### config.mk
export PLATFORM = sky130hd
export DESIGN_NAME = axis_frame_arbiter
export DESIGN_NICKNAME = d
export VERILOG_FILES = /design/src/rtl/axis_frame_arbiter.sv
export SDC_FILE = /design/constraint.sdc
export NUM_CORES = 1
export LEC_CHECK = 0
export CAP_MARGIN = 20
export CORE_MARGIN = 5
export CORE_UTILIZATION = 49
export CTS_BUF_LIST = sky130_fd_sc_hd__clkbuf_4 sky130_fd_sc_hd__clkbuf_8 sky130_fd_sc_hd__clkbuf_16
export CTS_CLUSTER_DIAMETER = 200
export DETAILED_ROUTE_END_ITERATION = 8
export GPL_TIMING_DRIVEN = 0
export PLACE_DENSITY_LB_ADDON = 0.05
export SYNTH_ARGS = -nofsm -noshare
export SYNTH_HDL_FRONTEND = slang
export SYNTH_SLANG_ARGS = --single-unit
### constraint.sdc
create_clock -name axi_clk -period 3.2 [get_ports axi_clk]
set_input_delay 0.8 -clock axi_clk [delete_from_list [all_inputs] [get_ports axi_clk]]
set_output_delay 0.8 -clock axi_clk [all_outputs]
set_load 0.01 [all_outputs]
### src/rtl/axis_frame_arbiter.sv
// Selects one of two AXI-Stream video sources per frame and repairs short, long and early-SOF lines.
// Latency: zero (combinational pass-through); backpressure: m_tready passes straight to the selected source, the other source is held off.
module axis_frame_arbiter #(
    parameter int DATA_WIDTH = 16,
    parameter int H_ACTIVE   = 640,
    parameter int V_ACTIVE   = 480
) (
    input  logic                  axi_clk,
    input  logic                  axi_rstn,
    input  logic                  enable,
    input  logic                  sel_req,
    input  logic [DATA_WIDTH-1:0] s0_tdata,
    input  logic                  s0_tvalid,
    input  logic                  s0_tuser,
    input  logic                  s0_tlast,
    output logic                  s0_tready,
    input  logic [DATA_WIDTH-1:0] s1_tdata,
    input  logic                  s1_tvalid,
    input  logic                  s1_tuser,
    input  logic                  s1_tlast,
    output logic                  s1_tready,
    output logic [DATA_WIDTH-1:0] m_tdata,
    output logic                  m_tvalid,
    output logic                  m_tuser,
    output logic                  m_tlast,
    input  logic                  m_tready,
    output logic                  cur_src,
    output logic                  frame_done,
    output logic [15:0]           short_cnt,
    output logic [15:0]           long_cnt,
    output logic [15:0]           sof_err_cnt
);
    localparam int XW = (H_ACTIVE > 1) ? $clog2(H_ACTIVE) : 1;
    localparam int YW = (V_ACTIVE > 1) ? $clog2(V_ACTIVE) : 1;
    localparam logic [XW-1:0] X_LAST = XW'(H_ACTIVE - 1);
    localparam logic [YW-1:0] Y_LAST = YW'(V_ACTIVE - 1);

    typedef enum logic [2:0] {IDLE, SYNC, PASS, PAD, DROP, FILL} state_t;

    state_t          r_state;
    logic [XW-1:0]   r_x;
    logic [YW-1:0]   r_y;
    logic            r_cur_src;
    logic [15:0]     r_short_cnt;
    logic [15:0]     r_long_cnt;
    logic [15:0]     r_sof_err_cnt;

    logic [DATA_WIDTH-1:0] w_s_tdata;
    logic            w_s_tvalid;
    logic            w_s_tuser;
    logic            w_s_tlast;
    logic            w_s_tready;
    logic            w_x_last;
    logic            w_y_last;
    logic            w_first;
    logic            w_early_sof;
    logic            w_m_hs;
    logic            w_s_hs;
    logic            w_eof;

    always_comb begin
        w_s_tdata   = r_cur_src ? s1_tdata  : s0_tdata;
        w_s_tvalid  = r_cur_src ? s1_tvalid : s0_tvalid;
        w_s_tuser   = r_cur_src ? s1_tuser  : s0_tuser;
        w_s_tlast   = r_cur_src ? s1_tlast  : s0_tlast;
        w_x_last    = (r_x == X_LAST);
        w_y_last    = (r_y == Y_LAST);
        w_first     = (r_x == '0) && (r_y == '0);
        w_early_sof = (r_state == PASS) && w_s_tvalid && w_s_tuser && !w_first;

        w_s_tready  = 1'b0;
        m_tvalid    = 1'b0;
        m_tdata     = '0;
        m_tuser     = 1'b0;
        m_tlast     = 1'b0;
        case (r_state)
            // A SOF beat is held back here so PASS can forward it as pixel (0,0).
            SYNC, DROP: w_s_tready = !(w_s_tvalid && w_s_tuser);
            PASS: begin
                if (!w_early_sof) begin
                    m_tvalid   = w_s_tvalid;
                    m_tdata    = w_s_tdata;
                    m_tuser    = w_first;
                    m_tlast    = w_x_last;
                    w_s_tready = m_tready;
                end
            end
            PAD, FILL: begin
                m_tvalid = 1'b1;
                m_tuser  = w_first;
                m_tlast  = w_x_last;
            end
            default: ;
        endcase

        w_m_hs     = m_tvalid && m_tready;
        w_s_hs     = w_s_tvalid && w_s_tready;
        w_eof      = w_m_hs && w_x_last && w_y_last;
        s0_tready  = w_s_tready && !r_cur_src;
        s1_tready  = w_s_tready && r_cur_src;
        frame_done = w_eof;
    end

    always_ff @(posedge axi_clk or negedge axi_rstn) begin
        if (!axi_rstn) begin
            r_state       <= IDLE;
            r_x           <= '0;
            r_y           <= '0;
            r_cur_src     <= 1'b0;
            r_short_cnt   <= '0;
            r_long_cnt    <= '0;
            r_sof_err_cnt <= '0;
        end else if (w_eof) begin
            // Frame boundary is the only point where the source may switch.
            r_x       <= '0;
            r_y       <= '0;
            r_cur_src <= sel_req;
            r_state   <= enable ? SYNC : IDLE;
        end else begin
            case (r_state)
                IDLE: begin
                    if (enable) begin
                        r_state   <= SYNC;
                        r_cur_src <= sel_req;
                        r_x       <= '0;
                        r_y       <= '0;
                    end
                end
                SYNC: begin
                    if (!enable) begin
                        r_state <= IDLE;
                    end else if (w_s_tvalid && w_s_tuser) begin
                        r_state <= PASS;
                        r_x     <= '0;
                        r_y     <= '0;
                    end
                end
                PASS: begin
                    if (w_early_sof) begin
                        r_sof_err_cnt <= r_sof_err_cnt + 16'd1;
                        r_state       <= FILL;
                    end else if (w_m_hs) begin
                        if (w_x_last) begin
                            r_x <= '0;
                            r_y <= r_y + 1'b1;
                            if (!w_s_tlast) begin
                                r_long_cnt <= r_long_cnt + 16'd1;
                                r_state    <= DROP;
                            end
                        end else begin
                            r_x <= r_x + 1'b1;
                            if (w_s_tlast) begin
                                r_short_cnt <= r_short_cnt + 16'd1;
                                r_state     <= PAD;
                            end
                        end
                    end
                end
                PAD, FILL: begin
                    if (w_m_hs) begin
                        if (w_x_last) begin
                            r_x <= '0;
                            r_y <= r_y + 1'b1;
                            if (r_state == PAD) begin
                                r_state <= PASS;
                            end
                        end else begin
                            r_x <= r_x + 1'b1;
                        end
                    end
                end
                DROP: begin
                    if (w_s_tvalid && w_s_tuser) begin
                        r_state <= FILL;
                    end else if (w_s_hs && w_s_tlast) begin
                        r_state <= PASS;
                    end
                end
                default: r_state <= IDLE;
            endcase
        end
    end

    assign cur_src     = r_cur_src;
    assign short_cnt   = r_short_cnt;
    assign long_cnt    = r_long_cnt;
    assign sof_err_cnt = r_sof_err_cnt;

endmodule
# After elaboration in Yosys (flattened, before gate mapping)

Index checks and enable logic that the tools add are counted.

Add/subtract/negate cells: 5
Equal/unequal tests: 19
Muxes and demuxes: 49
Bitwise operators: 4
Reductions and logical operators: 29

Operators by type and width:

| cell                    | number |
|---|---|
| $mux W10                | 7 |
| $mux W9                 | 7 |
| $add A16 B1 Y16 const B | 3 |
| $mux W16                | 3 |
| $mux W3                 | 14 |
| $pmux W10 S4            | 1 |
| $pmux W9 S4             | 1 |
| $ne A3 B3 Y1 const B    | 7 |
| $pmux W3 S5             | 1 |
| $logic_and A1 B1 Y1     | 12 |
| $ne A4 B4 Y1 const B    | 3 |
| $reduce_and A6 Y1       | 2 |
| $mux W1                 | 11 |
| $add A10 B1 Y10 const B | 1 |
| $eq A10 B10 Y1 const B  | 1 |
| $logic_not A10 Y1       | 1 |
| $ne A5 B5 Y1 const B    | 2 |
| $add A9 B1 Y9 const B   | 1 |
| $eq A9 B9 Y1 const B    | 1 |
| $logic_not A9 Y1        | 1 |
| $reduce_and A9 Y1       | 1 |
| $pmux W1 S2             | 4 |
| $eq A3 B2 Y1 const B    | 2 |
| $eq A3 B3 Y1 const B    | 2 |
| 10 further kinds        | 17 |

Bits in registers: 71
Input bits: 43
Output and inout port bits: 71
Logic and storage cells: 113

# Depth between registers and ports, before layout

Gate-level depths: netlist (run 1).

Word-level depth: 12
Gate-level depth with buffers: 9
Depth with buffers taken out: 9

# Worst setup path after synthesis (run 1)

Ideal clock, no wire load.

Path kind: input to output
Start point: input s0_tuser
End point: output m_tdata[10]
Data arrival time: 2.233 ns
Required time: 2.400 ns
Path slack: 0.167 ns
Cell stages on the path: 6
Path buffers: 2
Cell sequence: nand3b_1 -> and3_1 -> a21oi_1 -> clkbuf_1 -> clkbuf_1 -> nor2_1

Cells in the longest elaborated chain, start to end: 5

Ends and longest elaborated chain:

| element                           | line | text |
|---|---|---|
| start, declared                   | 14   | `input logic s0_tuser,` |
| $mux W1                           | 64   | `w_s_tuser = r_cur_src ? s1_tuser : s0_tuser;` |
| $logic_and A1 B1 Y1 (2 in series) | 69   | `w_early_sof = (r_state == PASS) && w_s_tvalid && w_s_tuser && !w_first;` |
| $mux W16                          | 80   | `if (!w_early_sof) begin` |
| $mux W16                          | 76   | `case (r_state)` |
| end, declared                     | 22   | `output logic [DATA_WIDTH-1:0] m_tdata,` |

No other way between the ends.

# Worst setup path in the final report (run 1)

Start point: input s1_tuser
End point: output m_tlast

Cells in the longest elaborated chain, start to end: 5

Ends and longest elaborated chain:

| element                           | line | text |
|---|---|---|
| start, declared                   | 19   | `input logic s1_tuser,` |
| $mux W1                           | 64   |  |
| $logic_and A1 B1 Y1 (2 in series) | 69   |  |
| $mux W1                           | 80   |  |
| $pmux W1 S2                       | 76   |  |
| end, declared                     | 25   | `output logic m_tlast,` |

No other way between the ends.

==> results of run 1 <==
==> logic make-up after synthesis <==
group                      after synthesis
and+or+nand+nor                        196
AOI/OAI and AO/OA                       73
DFF                                     71
xor gates and xnor gates                45
muxes                                   26
buffers and inverters                   25
adders and majority gates                7
==> state kept, by name (all words and copies together), names as in the netlist <==
register     flops
r_y              9
r_x             10
long_cnt        16
short_cnt       16
r_state          3
cur_src          1
sof_err_cnt     16
==> worst paths after layout <==
check	to	cells after the start
worst max register to register	long_cnt[15]$_DFFE_PN0P_	9
worst max-delay path	m_tlast	7
max in group asynchronous	r_state[1]$_DFFE_PN0P_	1
worst min-delay path	short_cnt[15]$_DFFE_PN0P_	1
worst min register to register	short_cnt[15]$_DFFE_PN0P_	1
min in group asynchronous	short_cnt[7]$_DFFE_PN0P_	1
==> critical path, stage by stage <==
cell and delay, ns:
clkdlybuf4s50_1 0.49, nand3_2 0.14, and3_4 0.24, a21oi_4 0.15, buf_8 0.14, a21oi_1 0.06
clkdlybuf4s15_1 0.29
==> synth_stat cells (6+ instances only) <==
| cell type | number | area (um2) |
|---|---|---|
| a21oi_1 | 7 | 35.0 |
| and3_1 | 17 | 106 |
| clkbuf_1 | 11 | 41.3 |
| dfrtp_1 | 71 | 1780 |
| ha_1 | 7 | 87.6 |
| inv_1 | 11 | 41.3 |
| mux2_2 | 7 | 78.8 |
| mux2i_1 | 19 | 190 |
| nand2_1 | 36 | 135 |
| nand3_1 | 30 | 150 |
| nand4_1 | 11 | 68.8 |
| nor2_1 | 38 | 143 |
| nor2_2 | 6 | 37.5 |
| nor3_1 | 18 | 90.1 |
| o21ai_0 | 15 | 75.1 |
| o31ai_1 | 10 | 75.1 |
| xnor2_1 | 19 | 166 |
| xor2_1 | 26 | 228 |
==> layout make-up <==
cell class | instances | area, um2 | share of cell area, %
inverters | 11 | 41.3 | 0.709
plain buffers | 12 | 83.8 | 1.44
clock buffers | 11 | 145 | 2.49
well taps | 105 | 131 | 2.26
multi-input cells | 347 | 2440 | 41.9
flip-flops and latches | 71 | 1780 | 30.5
clock inverters | 5 | 57.6 | 0.988
repair buffers | 129 | 1150 | 19.7
==> where the power goes <==
| group | switching [mW] | total [mW] | internal, mW | leakage, nW |
|---|---|---|---|---|
| logic | 1.16 | 2.10 | 0.944 | 1.62 |
| registers | 0.139 | 1.13 | 0.993 | 0.958 |
| clock network | 0.349 | 0.737 | 0.389 | 0.0950 |
| total | 1.65 | 3.97 | 2.33 | 2.67 |
==> through the flow <==
stage               setup TNS [ns]  util, %  area [um2]  hold slack, ns
finish                           0     70.5        5830           0.470
CTS                              0     70.7        5840           0.481
global placement           -104.27     65.6        5420           0.456
global route               -0.0135     70.5        5830           0.490
floorplan                        0        -        4160           0.502
detailed placement          -27.94     65.6        5410           0.466
==> metal layers <==
| layer | vias up | share of wire (%) | GRT usage, % |
|---|---|---|---|
| met2 | 189 | 49 | 37.6 |
| met4 | 0 | 1.3 | 6.36 |
| met1 | 1909 | 42 | 30.4 |
| met5 | - | 0 | 0 |
| li1 | 1882 | - | - |
| met3 | 22 | 7.9 | 5.67 |
==> repair_timing <==
item,4_1_cts,5_1_grt
buffers inserted,14,2
pin swaps,12,7
hold endpoints to repair,0,0
gates resized for setup,103,22
endpoints found under the setup margin,30,23
==> results_dict.tcl, run 1 <==
set metrics [dict create \
    synthesized_area_divided_by_synthesized_cell_count_um2 9.40 \
    clock_tree.buffer_depth 2 \
    run_status "completed" \
    cts_hold_repair.buffers 0 \
    syn-num-nets 493 \
    hold_class "register to register" \
    fin_crit_sh_pct 96.9 \
    wirelength_um 11700 \
    synth_simple_gate_area_share_pct 24.8 \
    gr-total-overflow 0 \
    slew-limit-headroom_pct 40.6 \
    clock_tree.root_cell "clkbuf_8" \
    ios 114 \
    main_synth_ff_type "dfrtp_1" \
    die_height_um 102 \
    clock-skew-final_ns 0.00881 \
    grt_pass1_vias 4032 \
    worst_ep_arrival_time_ns 2.30 \
    avgViaCountPerCell 5.79 \
    numPlacedInstances 660 \
    synth-compound-area-share_pct 12.1 \
    critical_r2r_launch "r_x[0]$_DFFE_PN0P_" \
    clock-sinks 71 \
    diodes 0 \
    effective_utilization_at_floorplan_pct 50.4 \
    maximum_number_of_pins_on_one_net_before_global_route_repair 72 \
    edff_count_synth 0 \
    postSynthRegisterBits 71 \
    fp-row-count 33 \
    post_synth_num_cell_types 60 \
    fin_cells 691 \
    power_leakage_nw 2.67 \
    cts_inserted_buffers 9 \
    synthCells 443 \
    worst_setup_path_end_kind "output pin" \
    synth-adder-area-share_pct 2.10 \
    detailroute.via_count 4002 \
    critical_path_peak_fanout 5 \
    power_density_nw_per_um2 682 \
    cts_tree "built" \
    yosys.area_share.xor_xnor_pct 9.47 \
    die_x_um 102 \
    timing.final.max_slew_violations 0 \
    layout.cells.most_common "clkdlybuf4s50_1" \
    layout.cells.most_common_list "clkdlybuf4s50_1 (86), dfrtp_1 (71), nor2_1 (37)" \
    ir_drop_worst_case_vdd_uv 439 \
    yosysWarningCount 0 \
    first_iter_violations 316 \
    rsz0062_at_grt "yes" \
    drv.max_cap_violation_count 0 \
    seq_area_frac_synth_pct 42.7 \
    worstMarginPinSlew_ns 0.890 \
    timing.critical_path.from_type "input port" \
    routed_wire_length_per_instance_um 16.9 \
    coreArea_um2 8260 \
    ff2ff_setup_slack_ns 0.26 \
    grt_antenna_before_repair 0 \
    clk_pin_slew_ns 0.07 \
    io_buffers 112 \
    crit_type "input port to output pin" \
    synth.area.mux_share_pct 6.46 \
    floorplan.die_area_um2 10400 \
    post_route_cells_drive_above_1_share_pct 17.1 \
    grtUsageTotal_pct 23.0 \
    post-route-drc-count 0 \
    cp_data_required_time_ns 2.40 \
    fin_total_pwr_mw 3.97 \
    hold_start "short_cnt[15]$_DFFE_PN0P_" \
    hold_viol 0 \
    area_growth_pct 39.9 \
    setup_viol 0 \
    final.min_clock_period_ns 3.10 \
    number_of_levels_in_the_clock_h_tree 3 \
    hpwlAfterDp_um 8310 \
    async_reset_ff_share_pct 100 \
    firstDrtPassIters 5 \
    clock.fmax_mhz 322 \
    timing.critical_path.from "s1_tuser" \
    netlist_area_um2 4160 \
    dominant_combinational_cell_family_by_area_after_synthesis "simple AND/OR/NAND/NOR gates" \
    globalplace.congestion 0.950 \
    clock_latency_late_sink_ns 0.35 \
    grt_pass1_wl_um 19200 \
    finish.net_count 631 \
    placement.setup.worst_slack_ns -1.38 \
    n_fill_cell 675 \
    drtAntennaViolNets 0 \
    final_ws_setup_ns 0.0980 \
]
No activity file was read; power rests on OpenSTA's default activity.
==> run 2, diff against run 1 <==
--- a/config.mk
+++ b/config.mk
@@ -5,14 +5,16 @@
 export SDC_FILE = /design/constraint.sdc
 export NUM_CORES = 1
 export LEC_CHECK = 0
+export ABC_CLOCK_PERIOD_IN_PS = 3200
 export CAP_MARGIN = 20
 export CORE_MARGIN = 5
-export CORE_UTILIZATION = 49
+export CORE_UTILIZATION = 40
 export CTS_BUF_LIST = sky130_fd_sc_hd__clkbuf_4 sky130_fd_sc_hd__clkbuf_8 sky130_fd_sc_hd__clkbuf_16
 export CTS_CLUSTER_DIAMETER = 200
 export DETAILED_ROUTE_END_ITERATION = 8
 export GPL_TIMING_DRIVEN = 0
 export PLACE_DENSITY_LB_ADDON = 0.05
+export RECOVER_POWER = 25
 export SYNTH_ARGS = -nofsm -noshare
 export SYNTH_HDL_FRONTEND = slang
 export SYNTH_SLANG_ARGS = --single-unit
==> results_dict.tcl, run 2 (same netlist as run 1, synthesis figures left out) <==
set metrics [dict create \
    hpwlAfterDp_um 8220 \
    clock.fmax_mhz 311 \
    ios 114 \
    worst_ep_arrival_time_ns 3.46 \
    die_x_um 112 \
    diodes 0 \
    met3_length_um 1070 \
    timing.critical_path.from_type "input port" \
    slew-limit-headroom_pct -15.9 \
    finish.net_count 634 \
    power_leakage_nw 2.73 \
    first_iter_violations 312 \
    routed_wire_length_per_instance_um 15.7 \
    worstMarginPinSlew_ns 1.74 \
    timing.final.max_slew_violations 28 \
    final_core_utilization_pct 58.5 \
    number_of_levels_in_the_clock_h_tree 3 \
    coreArea_um2 10200 \
    worst_setup_path_end_kind "register" \
    drv.max_cap_violation_count 1 \
    clk_pin_slew_ns 0.08 \
    cts_tree "built" \
    timing.critical_path.from "enable" \
    detailroute.via_count 4043 \
    cts_inserted_buffers 9 \
    top_layer_used "met4" \
    globalplace.congestion 0.854 \
    setup_viol 1 \
    fin_worst_hold_slack_ns 0.465 \
    rsz0062_at_grt "yes" \
    detailed_place.area_um2 5480 \
    post_route_cells_drive_above_1_share_pct 18.3 \
    firstDrtPassIters 5 \
    gr-total-overflow 0 \
    layout.cell_area.non_filler_um2 5980 \
    io_buffers 112 \
    drtAntennaViolNets 0 \
    area_growth_pct 43.7 \
    routed_wire_length_on_met2_um 5240 \
    maximum_number_of_pins_on_one_net_before_global_route_repair 45 \
    fin_cells 725 \
    clock_tree.root_cell "clkbuf_8" \
    ir_drop_worst_case_vdd_uv 369 \
    critical_r2r_launch "cur_src$_DFFE_PN0P_" \
    grt_antenna_before_repair 0 \
    placement.setup.worst_slack_ns -1.31 \
    clock-skew-final_ns 0.00769 \
    fp-row-count 37 \
    floorplan.die_area_um2 12600 \
    numPlacedInstances 692 \
    clock_latency_late_sink_ns 0.35 \
    cts_hold_repair.buffers 0 \
    totalNegativeSetupSlack_ns -0.0120 \
    cp_data_required_time_ns 3.45 \
    wirelength_um 11400 \
    grtUsageTotal_pct 17.9 \
    clock_tree.buffer_depth 2 \
    final_ws_setup_ns -0.0120 \
    layout.cells.most_common "clkdlybuf4s50_1" \
    avgViaCountPerCell 5.58 \
    hold_start "sof_err_cnt[15]$_DFFE_PN0P_" \
    wl_met1_um 4790 \
    layout.cells.most_common_list "clkdlybuf4s50_1 (86), dfrtp_1 (70), nor2_1 (36)" \
    power_density_nw_per_um2 676 \
    violations_in_the_final_reports "capacitance limit, slew limit, setup timing" \
    hold_viol 0 \
    effective_utilization_at_floorplan_pct 40.7 \
    n_fill_cell 919 \
    clock-sinks 71 \
    grt_pass1_wl_um 18800 \
    hold_class "register to register" \
    final.min_clock_period_ns 3.21 \
    multi_input_comb_area_um2 2460 \
    area.sequential_um2 1780 \
    die_height_um 112 \
    grt_pass1_vias 3889 \
    run_status "finished, violations left" \
    fin_total_pwr_mw 4.04 \
    fin_crit_sh_pct 100 \
    crit_type "input port to register" \
    post-route-drc-count 0 \
    critical_path_peak_fanout 10 \
]
[run 2: cell types whose count changed in the layout (fill, tap and decap cells not counted), sizes merged]
cell | before | now
clkinvlp | 3 | 1
clkdlybuf4s15 | 1 | 4
clkbuf | 24 | 22
dlymetal6s2s | 1 | 2
clkinv | 1 | 2
bufinv | 1 | 2
buf | 37 | 38
[run 2: area by class of cell]
type / instances / share of cell area (%)
inverters: 11 / 0.732
plain buffers: 12 / 1.44
flip-flops and latches: 71 / 29.7
well taps: 136 / 2.84
repair buffers: 132 / 20.3
multi-input cells: 347 / 41.2
clock buffers: 11 / 2.43
clock inverters: 5 / 1.36
[run 2: final timing paths]
check                                                   end  slack, ns  depth (start not counted)
min in group asynchronous          short_cnt[6]$_DFFE_PN0P_       0.90                          1
max in group asynchronous               cur_src$_DFFE_PN0P_       1.29                          1
worst min register to register  sof_err_cnt[15]$_DFFE_PN0P_       0.46                          1
worst max-delay path                     r_x[9]$_DFFE_PN0P_      -0.01                          6
worst max register to register           r_x[9]$_DFFE_PN0P_       0.20                          7
worst min-delay path            sof_err_cnt[15]$_DFFE_PN0P_       0.46                          1
[run 2: what timing repair did]
action | 4_1_cts | 5_1_grt
setup endpoints to repair | 34 | 21
setup buffers | 11 | 8
gates resized for setup | 113 | 19
pin swaps | 9 | 9
[run 2: routing by layer]
| layer | vias up | track usage, % |
|---|---|---|
| li1 | 1896 | - |
| met1 | 1914 | 22.4 |
| met2 | 196 | 29.2 |
| met3 | 37 | 5.93 |
| met4 | 0 | 6.33 |
| met5 | - | 0 |
[run 2: critical path, stage by stage]
cell and delay (ns):
clkdlybuf4s50_1 0.55, or3b_2 0.54, a21oi_4 0.33, o22ai_1 0.37
or4_1 0.56, a211oi_1 0.29
[run 2: power by group]
| part | switching (mW) | total (mW) | internal [mW] |
|---|---|---|---|
| logic | 1.13 | 2.09 | 0.958 |
| registers | 0.140 | 1.13 | 0.994 |
| clock network | 0.352 | 0.821 | 0.469 |
| total | 1.62 | 4.04 | 2.42 |
==> run 3, diff against run 2 <==
--- a/config.mk
+++ b/config.mk
@@ -7,6 +7,7 @@
 export LEC_CHECK = 0
 export ABC_CLOCK_PERIOD_IN_PS = 3200
 export CAP_MARGIN = 20
+export CORE_ASPECT_RATIO = 0.6
 export CORE_MARGIN = 5
 export CORE_UTILIZATION = 40
 export CTS_BUF_LIST = sky130_fd_sc_hd__clkbuf_4 sky130_fd_sc_hd__clkbuf_8 sky130_fd_sc_hd__clkbuf_16
==> results_dict.tcl, run 3 (same netlist as run 1, synthesis figures left out) <==
set metrics [dict create \
    run_status "finished, violations left" \
    violations_in_the_final_reports "capacitance limit, slew limit" \
    clock_latency_late_sink_ns 0.34 \
    switching_share_pct 40.4 \
    power.net_switching_mw 1.72 \
    number_of_levels_in_the_clock_h_tree 3 \
    final.min_clock_period_ns 3.16 \
    power_density_nw_per_um2 709 \
    critPathSlowestCell "o21ai_1" \
    die_height_um 89.0 \
    clk_pin_slew_ns 0.06 \
    drtAntennaViolNets 0 \
    share_of_total_power_in_the_clock_network_pct 21.7 \
    floorplan.die_area_um2 12600 \
    clock_tree.buffer_depth 2 \
    share_comb_of_total_power_pct 51.7 \
    effective_utilization_at_floorplan_pct 41.6 \
    avgViaCountPerCell 5.50 \
    detailroute.via_count 3961 \
    grt_pass1_wl_um 19900 \
    clock.fmax_mhz 316 \
    grt_pass1_vias 3751 \
    wirelength_um 12400 \
    gr-total-overflow 0 \
    clock-sinks 71 \
    fin_crit_sh_pct 98.8 \
    grtUsageTotal_pct 19.9 \
    fp-row-count 28 \
    cts_tree "built" \
    post_route_cells_drive_above_1_share_pct 16.4 \
    hold_viol 0 \
    rsz0062_at_grt "yes" \
    timing.critical_path.from "r_state[1]$_DFFE_PN0P_" \
    finish.net_count 630 \
    worst_setup_path_end_kind "output pin" \
    top_delay_family_on_crit_path "compound AO/OA/AOI/OAI gates" \
    fin_total_pwr_mw 4.25 \
    pwr-share-seq_pct 26.6 \
    layout.cells.most_common "clkdlybuf4s50_1" \
    grt_antenna_before_repair 0 \
    ios 114 \
    timing.final.max_slew_violations 26 \
    crit_top_cell "o21ai_4" \
    diodes 0 \
    layout.cells.most_common_list "clkdlybuf4s50_1 (85), dfrtp_1 (71), nor2_1 (37)" \
    critical_path_peak_fanout 7 \
    slew-limit-headroom_pct -4.01 \
    ir_drop_worst_case_vdd_uv 439 \
    die_x_um 142 \
    io_buffers 112 \
    worstMarginPinSlew_ns 1.56 \
    cts_inserted_buffers 9 \
    clock_tree.root_cell "clkbuf_16" \
    crit_type "register to output pin" \
    firstDrtPassIters 5 \
    setup_viol 0 \
    hpwlAfterDp_um 8920 \
    hold_class "register to register" \
    post-route-drc-count 0 \
    clock-skew-final_ns 0.00471 \
    area_growth_pct 43.9 \
    first_iter_violations 236 \
    drv.max_cap_violation_count 1 \
    critical_r2r_launch "r_x[1]$_DFFE_PN0P_" \
    globalplace.congestion 0.871 \
    power_leakage_nw 2.75 \
    hold_start "long_cnt[15]$_DFFE_PN0P_" \
    timing.critical_path.buf_inv 2 \
    routed_wire_length_per_instance_um 17.3 \
    coreArea_um2 10000 \
    cpPeakStageDelay_ns 0.57 \
    cts_hold_repair.buffers 0 \
    final_core_utilization_pct 59.8 \
    worst_ep_arrival_time_ns 2.36 \
    internal-power_mw 2.53 \
    maximum_number_of_pins_on_one_net_before_global_route_repair 47 \
    crit_path_cell_trace "nor2b_1 -> o21ai_1 -> o21ai_4 -> o21ai_4 -> inv_1 -> dlygate4sd2_1" \
    cp_data_required_time_ns 2.40 \
    timing.critical_path.from_type "register" \
]
run 3: final cells by class:
| cell class | instances | area [um2] |
|---|---|---|
| Buffer | 13 | 90.1 |
| Timing Repair Buffer | 127 | 1180 |
| Tap cell | 135 | 169 |
| Fill cell | 887 | 4030 |
| Clock inverter | 6 | 36.3 |
| Multi-Input combinational cell | 347 | 2460 |
| Sequential cell | 71 | 1780 |
| Clock buffer | 10 | 239 |
| Inverter | 11 | 41.3 |
run 3: power by group through the flow:
stage	Combinational [mW]	Sequential [mW]	Clock [mW]
2_1_floorplan	1.10	1.11	0
3_3_place_gp	1.83	1.12	0
3_5_place_dp	1.85	1.12	0
4_1_cts	2.13	1.11	0.940
5_1_grt	2.37	1.15	0.981
6_report	2.20	1.13	0.924
run 3: routing by layer:
| metal | wire [um] | track usage [%] |
|---|---|---|
| met1 | 6200 | 29.9 |
| met2 | 5390 | 28.8 |
| met3 | 671 | 4.22 |
| met4 | 165 | 5.84 |
| met5 | 0 | 0 |
run 3: worst paths after layout:
kind                       slack [ns]  cells after the start                    endpoint
min in group asynchronous        0.84                      1    short_cnt[9]$_DFFE_PN0P_
max reg2reg                      0.26                      9     long_cnt[9]$_DFFE_PN0P_
min reg2reg                      0.46                      1    long_cnt[15]$_DFFE_PN0P_
max                              0.04                      6                  frame_done
min                              0.46                      1    long_cnt[15]$_DFFE_PN0P_
max in group asynchronous        1.43                      2  sof_err_cnt[1]$_DFFE_PN0P_
run 3: metrics by stage:
step | setup TNS (ns) | hold slack (ns) | cells | cell area (um2) | worst slack, ns
2_1_floorplan | 0 | 0.502 | 443 | 4160 | 0.167
3_3_place_gp | -111.72 | 0.455 | 690 | 5450 | -1.29
3_5_place_dp | -28.69 | 0.462 | 691 | 5480 | -1.34
4_1_cts | 0 | 0.387 | 718 | 5970 | 0.0404
5_1_grt | -0.0588 | 0.478 | 720 | 5990 | -0.0584
6_report | 0 | 0.462 | 720 | 5990 | 0.0395
run 3: what timing repair did:
| action | in CTS | in global routing |
|---|---|---|
| setup endpoints to repair | 28 | 6 |
| buffers inserted | 10 | 2 |
| gates cloned | 1 | 0 |
| resized for setup | 107 | 10 |
| pin swaps | 10 | 1 |
